==> src/rtl/intersection_phase_arbiter.sv <==
// intersection_phase_arbiter: round-robin green-phase scheduler for four approaches
// Optional emergency preemption (preempt/preempt_id ports) enabled by EMERGENCY_PREEMPT_EN.
module intersection_phase_arbiter #(
    parameter int unsigned MIN_GREEN = 4,
    parameter int unsigned MAX_GREEN = 12,
    parameter int unsigned YEL_TIME  = 3,
    parameter int unsigned RED_CLR   = 2
) (
    input  logic       clock,
    input  logic       clear,
    input  logic [3:0] req,
`ifdef EMERGENCY_PREEMPT_EN
    input  logic       preempt,
    input  logic [1:0] preempt_id,
`endif
    output logic [7:0] lights,
    output logic [3:0] grant,
    output logic       busy,
    output logic       phase_done
);
    typedef enum logic [1:0] {IDLE, GREEN, YELLOW, ALLRED} state_t;
    localparam logic [7:0] MIN_G = 8'(MIN_GREEN);
    localparam logic [7:0] MAX_G = 8'(MAX_GREEN);
    localparam logic [7:0] YEL_T = 8'(YEL_TIME);
    localparam logic [7:0] RED_T = 8'(RED_CLR);

    state_t     state_q, state_d;
    logic [1:0] ptr_q, ptr_d, cur_q, cur_d, win, pre_id;
    logic [7:0] g_q, g_d, t_q, t_d, lights_d;
    logic [3:0] grant_d;
    logic       pre_q, pre_d, pre_go, pre_hold, pre_idle, other, exit_g;

`ifdef EMERGENCY_PREEMPT_EN
    assign pre_idle = preempt;
    assign pre_id   = preempt_id;
    assign pre_go   = preempt && preempt_id != cur_q;
    assign pre_hold = preempt && preempt_id == cur_q;
`else
    assign pre_idle = 1'b0;
    assign pre_id   = 2'd0;
    assign pre_go   = 1'b0;
    assign pre_hold = 1'b0;
`endif

    // Scan downward so the lowest offset from ptr wins.
    always_comb begin
        win = ptr_q;
        for (int i = 3; i >= 0; i--)
            if (req[ptr_q + 2'(i)]) win = ptr_q + 2'(i);
    end

    assign other  = |(req & ~(4'b1 << cur_q));
    assign exit_g = pre_go || (!pre_hold && g_q >= MIN_G && (!req[cur_q] || (g_q >= MAX_G && other)));

    always_comb begin
        state_d = state_q;
        ptr_d   = ptr_q;
        cur_d   = cur_q;
        g_d     = g_q;
        t_d     = t_q;
        pre_d   = pre_q;
        unique case (state_q)
            IDLE: begin
                if (pre_idle || req != 4'b0) begin
                    state_d = GREEN;
                    cur_d   = pre_idle ? pre_id : win;
                    pre_d   = pre_idle;
                    g_d     = 8'd1;
                end
            end
            GREEN: begin
                if (exit_g) begin
                    state_d = YELLOW;
                    ptr_d   = pre_q ? ptr_q : cur_q + 2'd1;
                    t_d     = 8'd1;
                end else begin
                    g_d = (g_q >= MAX_G) ? g_q : g_q + 8'd1;
                end
            end
            YELLOW: begin
                state_d = (t_q >= YEL_T) ? ALLRED : YELLOW;
                t_d     = (t_q >= YEL_T) ? 8'd1 : t_q + 8'd1;
            end
            ALLRED: begin
                state_d = (t_q >= RED_T) ? IDLE : ALLRED;
                t_d     = (t_q >= RED_T) ? 8'd0 : t_q + 8'd1;
            end
        endcase
        lights_d = (state_d == GREEN)  ? 8'd2 << {cur_d, 1'b0} :
                   (state_d == YELLOW) ? 8'd1 << {cur_d, 1'b0} : 8'h00;
        grant_d  = (state_d == GREEN || state_d == YELLOW) ? 4'b1 << cur_d : 4'b0;
    end

    always_ff @(posedge clock or posedge clear) begin
        if (clear) begin
            state_q    <= IDLE;
            ptr_q      <= 2'd0;
            cur_q      <= 2'd0;
            g_q        <= 8'd0;
            t_q        <= 8'd0;
            pre_q      <= 1'b0;
            lights     <= 8'h00;
            grant      <= 4'b0;
            busy       <= 1'b0;
            phase_done <= 1'b0;
        end else begin
            state_q    <= state_d;
            ptr_q      <= ptr_d;
            cur_q      <= cur_d;
            g_q        <= g_d;
            t_q        <= t_d;
            pre_q      <= pre_d;
            lights     <= lights_d;
            grant      <= grant_d;
            busy       <= state_d != IDLE;
            phase_done <= state_q == ALLRED && state_d == IDLE;
        end
    end
endmodule

==> config.mk <==
export PLATFORM = sky130hd
export DESIGN_NAME = intersection_phase_arbiter
export DESIGN_NICKNAME = d
export VERILOG_FILES = /design/src/rtl/intersection_phase_arbiter.sv
export SDC_FILE = /design/constraint.sdc
export NUM_CORES = 1
export LEC_CHECK = 0
export BUFFER_PORTS_ARGS = -buffer_cell sky130_fd_sc_hd__buf_2
export CORE_ASPECT_RATIO = 0.5
export CORE_UTILIZATION = 35
export CTS_BUF_LIST = sky130_fd_sc_hd__clkbuf_4 sky130_fd_sc_hd__clkbuf_8
export DETAILED_ROUTE_END_ITERATION = 10
export PLACE_DENSITY = 0.61
export SLEW_MARGIN = 20
export SYNTH_ARGS = -nofsm -noshare
export SYNTH_HDL_FRONTEND = slang
export SYNTH_SLANG_ARGS = --single-unit
==> constraint.sdc <==
create_clock -name clock -period 2.3 [get_ports clock]
set_input_delay 0 -clock clock [delete_from_list [all_inputs] [get_ports clock]]
set_output_delay 0 -clock clock [all_outputs]
set_load 0.005 [all_outputs]
---- Yosys cells after proc, flatten, opt, wreduce, memory -nomap -nowiden ----
Cells that the tools add are included.
cells by class
  eq/ne operators ......................... 9
  add/sub/neg operators ................... 6
  bitwise gates (word level) .............. 2
  reductions and logical operators ........ 16
  $lt $le $gt $ge ......................... 9
  shift-type cells ........................ 4
  muxes and demuxes ....................... 32
operator list
  cell                                                  number
  two-way mux 8 bit                                     8
  case mux 8 bit (3 select lines)                       1
  two-way mux 2 bit                                     9
  adder 8 x 1 -> 8 bit (second input constant)          2
  >= comparator 8 x 2 -> 1 bit (second input constant)  2
  case mux 8 bit (2 select lines)                       1
  < comparator 2 x 3 -> 1 bit (second input constant)   5
  binary-select mux 1 bit (select 2 bit)                5
  >= comparator 8 x 3 -> 1 bit (second input constant)  1
  >= comparator 8 x 4 -> 1 bit (second input constant)  1
  inequality test 2 bit (second input constant)         4
  case mux 2 bit (4 select lines)                       1
  << shifter 1 x 2 -> 4 bit (first input constant)      2
  << shifter 1 x 3 -> 8 bit (first input constant)      1
  << shifter 2 x 3 -> 8 bit (first input constant)      1
  equality test 2 bit (second input constant)           3
  two-way mux 1 bit                                     6
  adder 2 x 1 -> 2 bit (second input constant)          2
  adder 2 bit (second input constant)                   2
  bitwise AND 4 bit                                     1
  equality test 2 x 1 -> 1 bit (second input constant)  2
  zero test 2 bit                                       2
  two-way mux 4 bit                                     1
  inverter 4 bit                                        1
  other kinds (9)                                       14
word-level totals
  bits of input ports ..................... 6
  register bits after elaboration ......... 36
  word-level logic and storage cells ...... 87
  output and inout port bits .............. 14

---- Longest topological paths before layout ----
Gate-level depths: netlist (run 1).
  depth in word-level cells ............... 12
  mapped depth ............................ 11
  mapped depth without buffers ............ 10

---- Least setup slack after synthesis (run 1) ----
OpenSTA, ideal clock, no wires.
  path kind ............................... reg-to-reg
  start point ............................. register cur_q[1]
  end point ............................... register lights[2]
  cell stages (with the launch flop) ...... 12
  clock period less this slack ............ 2217 ps
  arrival ................................. 2130 ps
  setup time .............................. 86 ps
  slack ................................... 83 ps
  buffers on the path ..................... 1
  cells stage by stage .................... dfrtp_1 -> inv_1 -> ha_1 -> or2b_1 -> o2111a_1 -> o21ai_2 -> nand3_4 -> buf_6 -> and3_1 -> ha_1 -> nand2b_1 -> nor3_1
on the way
  cells in the longest elaborated chain, start to end .. 12
  elaborated cells between the ends (all ways) .. 20
  those cells by class .................... 2 x eq/ne; 3 x shift; 8 x mux; 2 x bitwise; 5 x reduce/logical
ends and longest elaborated chain
  what                             line  text
  start: declaration               28    logic [1:0] ptr_q, ptr_d, cur_q, cur_d, win, pre_id;
  start signal: assignment         109   cur_q <= cur_d;
  << shifter 1 x 2 -> 4 bit        52    assign other = |(req & ~(4'b1 << cur_q));
  inverter 4 bit                   52
  bitwise AND 4 bit                52
  OR reduction 4 bit               52
  logical AND 1 bit                53    assign exit_g = pre_go || (!pre_hold && g_q >= MIN_G && (!req[cur_q] || (g_q >= MAX_G && other)));
  logical OR 1 bit                 53
  logical AND 1 bit                53
  two-way mux 2 bit                72    if (exit_g) begin
  case mux 2 bit (4 select lines)  62    unique case (state_q)
  equality test 2 bit              90    (state_d == YELLOW) ? 8'd1 << {cur_d, 1'b0} : 8'h00;
  two-way mux 8 bit                90
  two-way mux 8 bit *              89    lights_d = (state_d == GREEN) ? 8'd2 << {cur_d, 1'b0} :
  via lights_d[2]                  29    logic [7:0] g_q, g_d, t_q, t_d, lights_d;
  end signal: assignment           113   lights <= lights_d;
  end: declaration                 16    output logic [7:0] lights,
The timed path passes the listed nets; every way through them passes the cells marked *. The select of a mux whose other input is x is not followed.
A chain may end at the register's enable or synchronous reset.

---- Final worst setup path (run 1) ----
  start point ............................. register g_q[7]
  end point ............................... register grant[1]
on the way
  cells in the longest elaborated chain, start to end .. 9
  elaborated cells between the ends (all ways) .. 11
  those cells by class .................... 2 x order compare; 2 x eq/ne; 3 x mux; 4 x reduce/logical
ends and longest elaborated chain
  what                                                                        line  text
  start: declaration                                                          29
  start signal: assignment                                                    110   g_q <= g_d;
  >= comparator 8 x 4 -> 1 bit                                                53
  logical AND 1 bit                                                           53
  logical OR 1 bit                                                            53
  logical AND 1 bit *                                                         53
  two-way mux 2 bit *                                                         72
  case mux 2 bit (4 select lines) *                                           62
  equality test 2 x 1 -> 1 bit / equality test 2 bit (equally long branches)  91    grant_d = (state_d == GREEN || state_d == YELLOW) ? 4'b1 << cur_d : 4'b0;
  logical OR 1 bit *                                                          91
  two-way mux 4 bit *                                                         91
  via grant_d[1]                                                              30    logic [3:0] grant_d;
  end signal: assignment                                                      114   grant <= grant_d;
  end: declaration                                                            17    output logic [3:0] grant,
The timed path passes the listed nets; every way through them passes the cells marked *.

==> results of run 1 <==
[final cells by class]
cell class / count / area [um2] / share of cell area [%]
flip-flops and latches: 36 / 902.1 / 41.37
clock buffers: 6 / 76.32 / 3.500
inverters: 15 / 56.30 / 2.582
repair buffers: 32 / 195.2 / 8.950
clock inverters: 2 / 35.03 / 1.606
multi-input cells: 104 / 833.3 / 38.21
well taps: 66 / 82.58 / 3.787
[cells in the mapped netlist, drive strengths merged, types with 2 or more instances]
master   n
o21ai    5
and3b    2
a21oi    4
nor3    11
inv     15
and2     4
nand2    8
nor2b    3
nor4     2
nor2     7
buf      2
nor3b    3
mux2     3
nand2b   5
ha      11
nand3    4
and3    11
dfrtp   36
[flip-flops by register name, summed over array words and instances (netlist names)]
signal,count
g_q,8
lights,8
t_q,8
grant,4
cur_q,2
ptr_q,2
state_q,2
busy,1
phase_done,1
[critical path, cell delays in order (launching register included)]
cell and delay [ps]:
dfrtp_1 380, or4_4 570, or3_4 380, nand3_4 110, and3_4 190, ha_2 300
nor3_1 210
[metal layers]
layer | GRT usage, % | routed length, um | vias up
li1 | - | - | 626
met1 | 19.88 | 1803 | 605
met2 | 22.11 | 1544 | 20
met3 | 4.400 | 121 | 7
met4 | 5.714 | 61 | 0
met5 | 0 | 0 | -
[worst min-delay path by stage]
stage	slack [ps]	end	start	cells past startpoint
final	200	state_q[0]$_DFF_PP0_	req[2]	4
after global routing	230	state_q[0]$_DFF_PP0_	req[2]	4
after CTS	180	state_q[0]$_DFF_PP0_	req[0]	4
after detailed placement	180	state_q[1]$_DFF_PP0_	clear	2
after global placement	160	state_q[1]$_DFF_PP0_	clear	2
after floorplan	170	busy$_DFF_PP0_	clear	1
[timing repair]
item | CTS | global route
hold buffers | 1 | 0
resized for setup | 0 | 12
buffers inserted | 0 | 2
setup endpoints to repair | 0 | 8
endpoints found under the hold margin | 19 | 0
[power by group]
| part | internal (mW) | leakage (nW) | switching [mW] |
|---|---|---|---|
| combinational | 0.611 | 0.574 | 0.700 |
| sequential | 0.800 | 0.475 | 0.136 |
| clock | 0.333 | 0.0586 | 0.227 |
[through the flow]
stage	hold slack, ps	power [mW]
2_1_floorplan	167.0	1.754
5_1_grt	233.9	3.004
3_3_place_gp	164.9	2.077
4_1_cts	181.2	2.679
3_5_place_dp	184.8	2.100
6_report	199.5	2.808
[logic make-up (layout without fill, tap and decap cells)]
kind of cell,count (synthesis),count (layout)
buffers and inverters,17,55
DFF,36,36
muxes,4,4
AOI/OAI and AO/OA,24,24
adders and majority gates,11,11
and+or+nand+nor,65,65
==> results.toml, run 1 <==
[floorplan]
rows = 17
die_x_um = 102.4
dieArea_um2 = 5349
die_height_um = 52.22
pin_count = 20
start_util_pct = 38.25
core_area_um2 = 4616

[logic_synthesis]
yosys.area.top_type_share_pct = 51.03
synth_compound_area_share_pct = 11.27
synth-xor-area-share_pct = 0
synth_cell_types = 46
synth-simple-area-share_pct = 22.25
synthTopCellsByArea = "dfrtp_1 51%, ha_1 7.8%, and3_1 3.9%"
ys.flop_type = "dfrtp_1"
synthArstFlopShare_pct = 100.0
synth_fa_ha_area_share_pct = 7.796
seq_area_frac_synth_pct = 51.03
yosysWarnings = 0
synth_seq_cells = 36
synth_top_family_by_area = "simple AND/OR/NAND/NOR gates"
synthMuxAreaShare_pct = 3.189
synthesis.instances = 157
synth_edf_count = 0
yosysTopAreaCell = "dfrtp_1"
syn_area_um2 = 1765
syn_area_per_cell_um2 = 11.24
synth_fp_nets = 174

[clock_network]
cts_max_level = 2
clk_pin_slew_worst_paths_ps = 70
insertion_delay_ps = 290
cts_made_buffers = 5
cts_buffer_depth = 2
cts_tree = "yes"
clkSinkCount = 36
root_buffer = "clkbuf_8"

[sta]
min_period_ps = 2219
grt_setup_unrepaired = "false"
slew_viol_final = 0
fin_ws_ps = 80.55
worst_pin_slew_ps = 777.7
timing.final.crit_share_pct = 96.50
relSlewSlack_pct = 48.10
setup-tns-final_ps = 0
fin_skew_ps = 5.626
setup_viol = 0
hold_viol = 0
fmax_ghz = 0.4506

[detailed_routing]
routedWlPerCell_um = 13.53
vias_per_cell = 4.820
drt-initial-drc-count = 37
ant_nets = 0
drc = 0
vias = 1258
routed_wl_mm = 3.531
first_pass_iters = 4

[worst_setup_path]
r2r_start = "g_q[7]$_DFFE_PP0P_"
crit_path_max_fanout = 4
crit_type = "flop to flop"
required_ps = 2510
critPathLaunch = "g_q[7]$_DFFE_PP0P_"
startpoint_type = "flop"
endpoint_kind = "flop"
crit_end = "grant[1]$_DFF_PP0_"
ff2ff_setup_slack_ps = 80
reg2reg_depth = 6
worstPathArrival_ps = 2430
r2r_end = "grant[1]$_DFF_PP0_"

[grt]
antenna_found_initial = 0
grt-ovfl-total = 0
grt_pass1_wl_mm = 5.733
grt_pass1_vias = 1182
grt_max_degree = 22
grt_use_total_pct = 14.68

[placed_design]
gp_congestion = 0.7838
place_inst = 250
placement.cell_area_um2 = 1996
io_buffers = 19
pre_cts_ws_ps = 51.60
post-dp-hpwl_mm = 2.440

[power_and_ir_drop]
power_density_nw_per_um2 = 1288
ir_worst_vdd_v = 0.0007497
p_leak_nw = 1.107

[finish]
layout_common_cells = "35 x dfrtp_1, 19 x buf_2, 14 x inv_1, 12 x buf_4"
num_antenna_cells = 0
fin_nets = 211
fin_cells = 261
layout-drive-gt1-share_pct = 33.85
area_growth_syn_to_layout_pct = 23.53
layout_commonest_cell = "dfrtp_1"
nFillCells = 421
final_util_pct = 47.25
design_area_um2 = 2181

[min_path]
hp-class = "input port to flop"

[job]
max_cap_violations = 0

[outcome]
status = "finished, final reports clean"
Note: power is estimated with default switching activity, not from simulation.
==> run 2: changes to the inputs <==
Settings changed: CELL_PAD_IN_SITES_DETAIL_PLACEMENT from default to 0, CELL_PAD_IN_SITES_GLOBAL_PLACEMENT from default to 1, PLACE_DENSITY 0.61 to 0.72, RECOVER_POWER from default to 25.
Clock period 2.3 ns to 1.9 ns, I/O delays scaled along.
==> run 2 against run 1 <==
Against the previous run:
- the run now ends with negative setup slack left
- largest cell class is now multi-input gates
- global-route usage is 1.5 points higher
- combinational power is 53% higher
- utilization is 5.1 points higher
- cell area is 11% higher
- clock-buffer cell count stayed put
- hold slack better by 110 ps
- clock skew is 2.1 ps lower
- sequential power is 21% higher
==> results.toml, run 2 (same netlist as run 1, synthesis figures left out) <==
[outcome]
status = "finished with violations"
violations = "negative setup slack"

[finish]
area_growth_syn_to_layout_pct = 36.78
design_area_um2 = 2415
layout_common_cells = "35 x dfrtp_1, 23 x buf_4, 19 x buf_2, 13 x inv_1, 9 x and3_4"
top_regs = "g_q (8), lights (8), t_q (8)"
fin_nets = 227
num_antenna_cells = 0
layout_commonest_cell = "dfrtp_1"
layout-drive-gt1-share_pct = 47.39

[clock_network]
root_buffer = "clkbuf_8"
cts_made_buffers = 5
cts_tree = "yes"
cts_max_level = 2
cts_buffer_depth = 2
clkSinkCount = 36
clk_pin_slew_worst_paths_ps = 70
insertion_delay_ps = 280

[grt]
grt_max_degree = 37
grt_pass1_wl_mm = 6.430
antenna_found_initial = 0
grt_use_total_pct = 16.17
grt-ovfl-total = 0
grt_pass1_vias = 1400

[detailed_routing]
routed_wl_mm = 3.719
ant_nets = 0
drc = 0
routedWlPerCell_um = 13.43
first_pass_iters = 4
vias_per_cell = 4.856
vias = 1345
drt-initial-drc-count = 38

[min_path]
min-delay-start = "req[0]"
min_path_cells = 4
min_to = "g_q[5]$_DFFE_PP0P_"
hp-class = "input port to flop"

[sta]
grt_setup_unrepaired = "true"
slew_viol_final = 0
worst_pin_slew_ps = 890.7
fin_ws_ps = -227.4
min_period_ps = 2127
fmax_ghz = 0.4700
relSlewSlack_pct = 40.62
whs_ps = 308.1
setup_viol = 26
timing.final.crit_share_pct = 112.0
hold_viol = 0
fin_skew_ps = 3.481

[power_and_ir_drop]
power_density_nw_per_um2 = 1574
ir_worst_vdd_v = 0.0007796
p_leak_nw = 1.187

[worst_setup_path]
critPathTopFamily = "simple AND/OR/NAND/NOR gates"
cp_cell_sequence = "or4_4, or3_4, nand3_4, and3_4, ha_4, buf_4, and3_4"
reg2reg_depth = 7
r2r_end = "lights[5]$_DFF_PP0_"
cp_slowest_cell = "or4_4"
startpoint_type = "flop"
r2r_start = "g_q[7]$_DFFE_PP0P_"
crit_type = "flop to flop"
ff2ff_setup_slack_ps = -230
crit_path_max_fanout = 4
crit_top_cell = "and3_4"
required_ps = 2120
endpoint_kind = "flop"
crit_cells = 7
critPathLaunch = "g_q[7]$_DFFE_PP0P_"
cpPeakStageDelay_ps = 560
cp_num_buf_inv = 1
worstPathArrival_ps = 2350

[floorplan]
pin_count = 20
dieArea_um2 = 5349
die_height_um = 52.22
start_util_pct = 38.25
die_x_um = 102.4
core_area_um2 = 4616
rows = 17

[placed_design]
io_buffers = 19
placement.cell_area_um2 = 2141
gp_congestion = 0.7721
post-dp-hpwl_mm = 2.618

[job]
max_cap_violations = 0
[run 2: power breakdown]
group          switching, mW  internal [mW]  total [mW]
clock network          0.262          0.404       0.665
logic                  0.984           1.02        2.00
registers              0.163          0.969        1.13
[run 2: worst max-delay path by stage]
stage | end | slack [ps]
floorplan | lights[2]$_DFF_PP0_ | -210
global placement | lights[2]$_DFF_PP0_ | -240
detailed placement | lights[6]$_DFF_PP0_ | -320
CTS | lights[6]$_DFF_PP0_ | -220
global route | lights[6]$_DFF_PP0_ | -280
finish | lights[5]$_DFF_PP0_ | -230
[run 2: final cells by class]
type | instances | area, um2
fillers | 416 | 2201
multi-input cells | 104 | 934.6
flip-flops and latches | 36 | 902.1
repair buffers | 48 | 327.8
well taps | 66 | 82.58
clock buffers | 6 | 76.32
inverters | 15 | 56.30
clock inverters | 2 | 35.03
[run 2: worst min-delay path, cell delays in order]
cell and delay, ps:
buf_2 150, o31ai_4 130, buf_4 170, o21a_1 100
[run 2: metrics by stage]
step | TNS (ps) | worst slack (ps) | std cells | power, mW | util [%]
floorplan | -2346 | -207.5 | 157 | 2.319 | -
global placement | -2821 | -240.9 | 260 | 2.848 | 46.38
detailed placement | -3708 | -316.6 | 260 | 2.888 | 46.38
CTS | -2740 | -223.4 | 273 | 3.653 | 50.04
global route | -4308 | -275.5 | 277 | 4.088 | 52.32
finish | -2776 | -227.4 | 277 | 3.801 | 52.32
[run 2: per-layer routing]
| metal | share of wire, % | track usage, % | wire length [um] | vias up |
|---|---|---|---|---|
| met1 | 51 | 21.65 | 1892 | 666 |
| met3 | 2.7 | 3.600 | 99 | 2 |
| met2 | 46 | 25.67 | 1694 | 13 |
| met5 | 0 | 0 | 0 | - |
| li1 | - | - | - | 664 |
| met4 | 0.91 | 6.429 | 34 | 0 |
[run 2: repair_timing]
action,CTS,global route
hold buffers,1,0
endpoints found under the hold margin,36,0
setup buffers,4,4
setup endpoints to repair,22,26
pin swaps,4,5
resized for setup,6,17
==> run 3: changes to the inputs <==
Settings changed: SETUP_SLACK_MARGIN from default to 0.5.
==> run 3 against run 2 <==
Against the previous run:
- the run still ends with negative setup slack left
- critical path depth down 1
- cell area up 2.3%
- sequential power about the same
- combinational power up 9%
- critical path type unchanged
- maximum frequency up 0.60%
- via count up 0.37%
- sequential share of layout area down 0.75 points
- clock power down 16%
==> results.toml, run 3 (same netlist as run 1, synthesis figures left out) <==
[finish]
layout_common_cells = "33 x dfrtp_1, 25 x buf_4, 17 x buf_2, 11 x inv_1, 10 x and3_1"
area_growth_syn_to_layout_pct = 39.97
top_regs = "g_q (8), lights (8), t_q (8)"
design_area_um2 = 2471
layout-drive-gt1-share_pct = 50.70
fin_cells = 279
num_antenna_cells = 0
fin_nets = 229
nFillCells = 410
layout_commonest_cell = "dfrtp_1"

[clock_network]
cts_buffer_depth = 2
insertion_delay_ps = 280
cts_tree = "yes"
clk_pin_slew_worst_paths_ps = 70
cts_max_level = 2
cts_made_buffers = 5
clkSinkCount = 36
root_buffer = "clkbuf_8"

[sta]
setup-tns-final_ps = -3390
worst_pin_slew_ps = 890.0
grt_setup_unrepaired = "true"
fin_ws_ps = -214.7
fmax_ghz = 0.4729
fin_skew_ps = 4.781
slew_viol_final = 0
timing.final.crit_share_pct = 111.3
min_period_ps = 2115
hold_viol = 0
relSlewSlack_pct = 40.67
setup_viol = 24

[floorplan]
dieArea_um2 = 5349
die_height_um = 52.22
start_util_pct = 38.25
pin_count = 20
rows = 17
core_area_um2 = 4616
die_x_um = 102.4

[detailed_routing]
drt-initial-drc-count = 54
first_pass_iters = 4
routedWlPerCell_um = 13.87
vias = 1350
routed_wl_mm = 3.869
ant_nets = 0
drc = 0
vias_per_cell = 4.839

[worst_setup_path]
startpoint_type = "flop"
cp_num_buf_inv = 0
cpPeakStageDelay_ps = 540
cp_slowest_cell = "or4_4"
cp_cell_sequence = "or4_4, or3_4, nand3_4, and3_4, ha_4, nor3_4"
worstPathArrival_ps = 2320
endpoint_kind = "flop"
critPathTopFamily = "simple AND/OR/NAND/NOR gates"
crit_path_max_fanout = 4
required_ps = 2100
crit_type = "flop to flop"

[power_and_ir_drop]
pwr-share-seq_pct = 29.6
ir_worst_vdd_v = 0.0008457
swShare_pct = 39.14
p_clk_share_pct = 14.4
power_density_nw_per_um2 = 1576
power_frac_comb_pct = 56.1
power_mw = 3.894
intPower_mw = 2.370
p_leak_nw = 1.217
switchingPower_mw = 1.524

[grt]
antenna_found_initial = 0
grt_pass1_wl_mm = 6.417
grt_use_total_pct = 16.22
grt-ovfl-total = 0
grt_max_degree = 37
grt_pass1_vias = 1367

[min_path]
hp-class = "input port to flop"

[job]
max_cap_violations = 0

[placed_design]
io_buffers = 19
placement.cell_area_um2 = 2160
post-dp-hpwl_mm = 2.571
place_inst = 259
gp_congestion = 0.7684
pre_cts_ws_ps = -305.2

[outcome]
violations = "negative setup slack"
status = "finished with violations"
run 3: metal layers:
metal	wire length [um]	global-route usage [%]
met3	111	4.933
met1	1962	22.47
met5	0	0
met2	1768	24.33
met4	27	5.000
run 3: cell type report:
cell class              instances  area, um2  share of cell area, %
repair buffers                 50      340.3                  13.77
flip-flops and latches         36      904.6                  36.61
well taps                      66      82.58                  3.342
clock buffers                   6      82.58                  3.342
multi-input cells             104      994.7                  40.25
clock inverters                 2      10.01                 0.4051
inverters                      15      56.30                  2.278
run 3: timing repair:
| item | CTS | global route |
|---|---|---|
| pin swaps | 4 | 8 |
| hold buffers | 1 | 0 |
| gates resized for setup | 13 | 19 |
| setup endpoints to repair | 32 | 33 |
| buffers inserted | 5 | 6 |
| endpoints found under the hold margin | 36 | 0 |
run 3: power by group through the flow:
stage               registers (mW)  clock network, mW  logic [mW]
floorplan                     1.13                  0        1.23
global placement              1.14                  0        1.72
detailed placement            1.15                  0        1.75
finish                        1.15              0.560        2.18
global route                  1.18              0.619        2.40
CTS                           1.14              0.578        1.96
run 3: final timing paths:
check,start,cells past startpoint,end,slack [ps]
min in group asynchronous,clear,4,busy$_DFF_PP0_,540
worst max-delay path,g_q[4]$_DFFE_PP0P_,6,grant[3]$_DFF_PP0_,-210
worst min register to register,g_q[7]$_DFFE_PP0P_,1,g_q[7]$_DFFE_PP0P_,500
worst max register to register,g_q[4]$_DFFE_PP0P_,6,grant[3]$_DFF_PP0_,-210
max in group asynchronous,clear,4,ptr_q[1]$_DFFE_PP0P_,750
worst min-delay path,req[0],4,g_q[5]$_DFFE_PP0P_,330
run 3: through the flow:
| stage | utilization, % | hold slack, ps |
|---|---|---|
| floorplan | - | 167.0 |
| global placement | 46.79 | 122.0 |
| detailed placement | 46.79 | 132.4 |
| CTS | 51.02 | 301.6 |
| global route | 53.54 | 338.9 |
| finish | 53.54 | 332.1 |
run 3: worst min-delay path: cells and delay by family:
| kind | cells | cell delay, ps |
|---|---|---|
| buf+inv | 2 | 350 |
| compound gates | 2 | 230 |
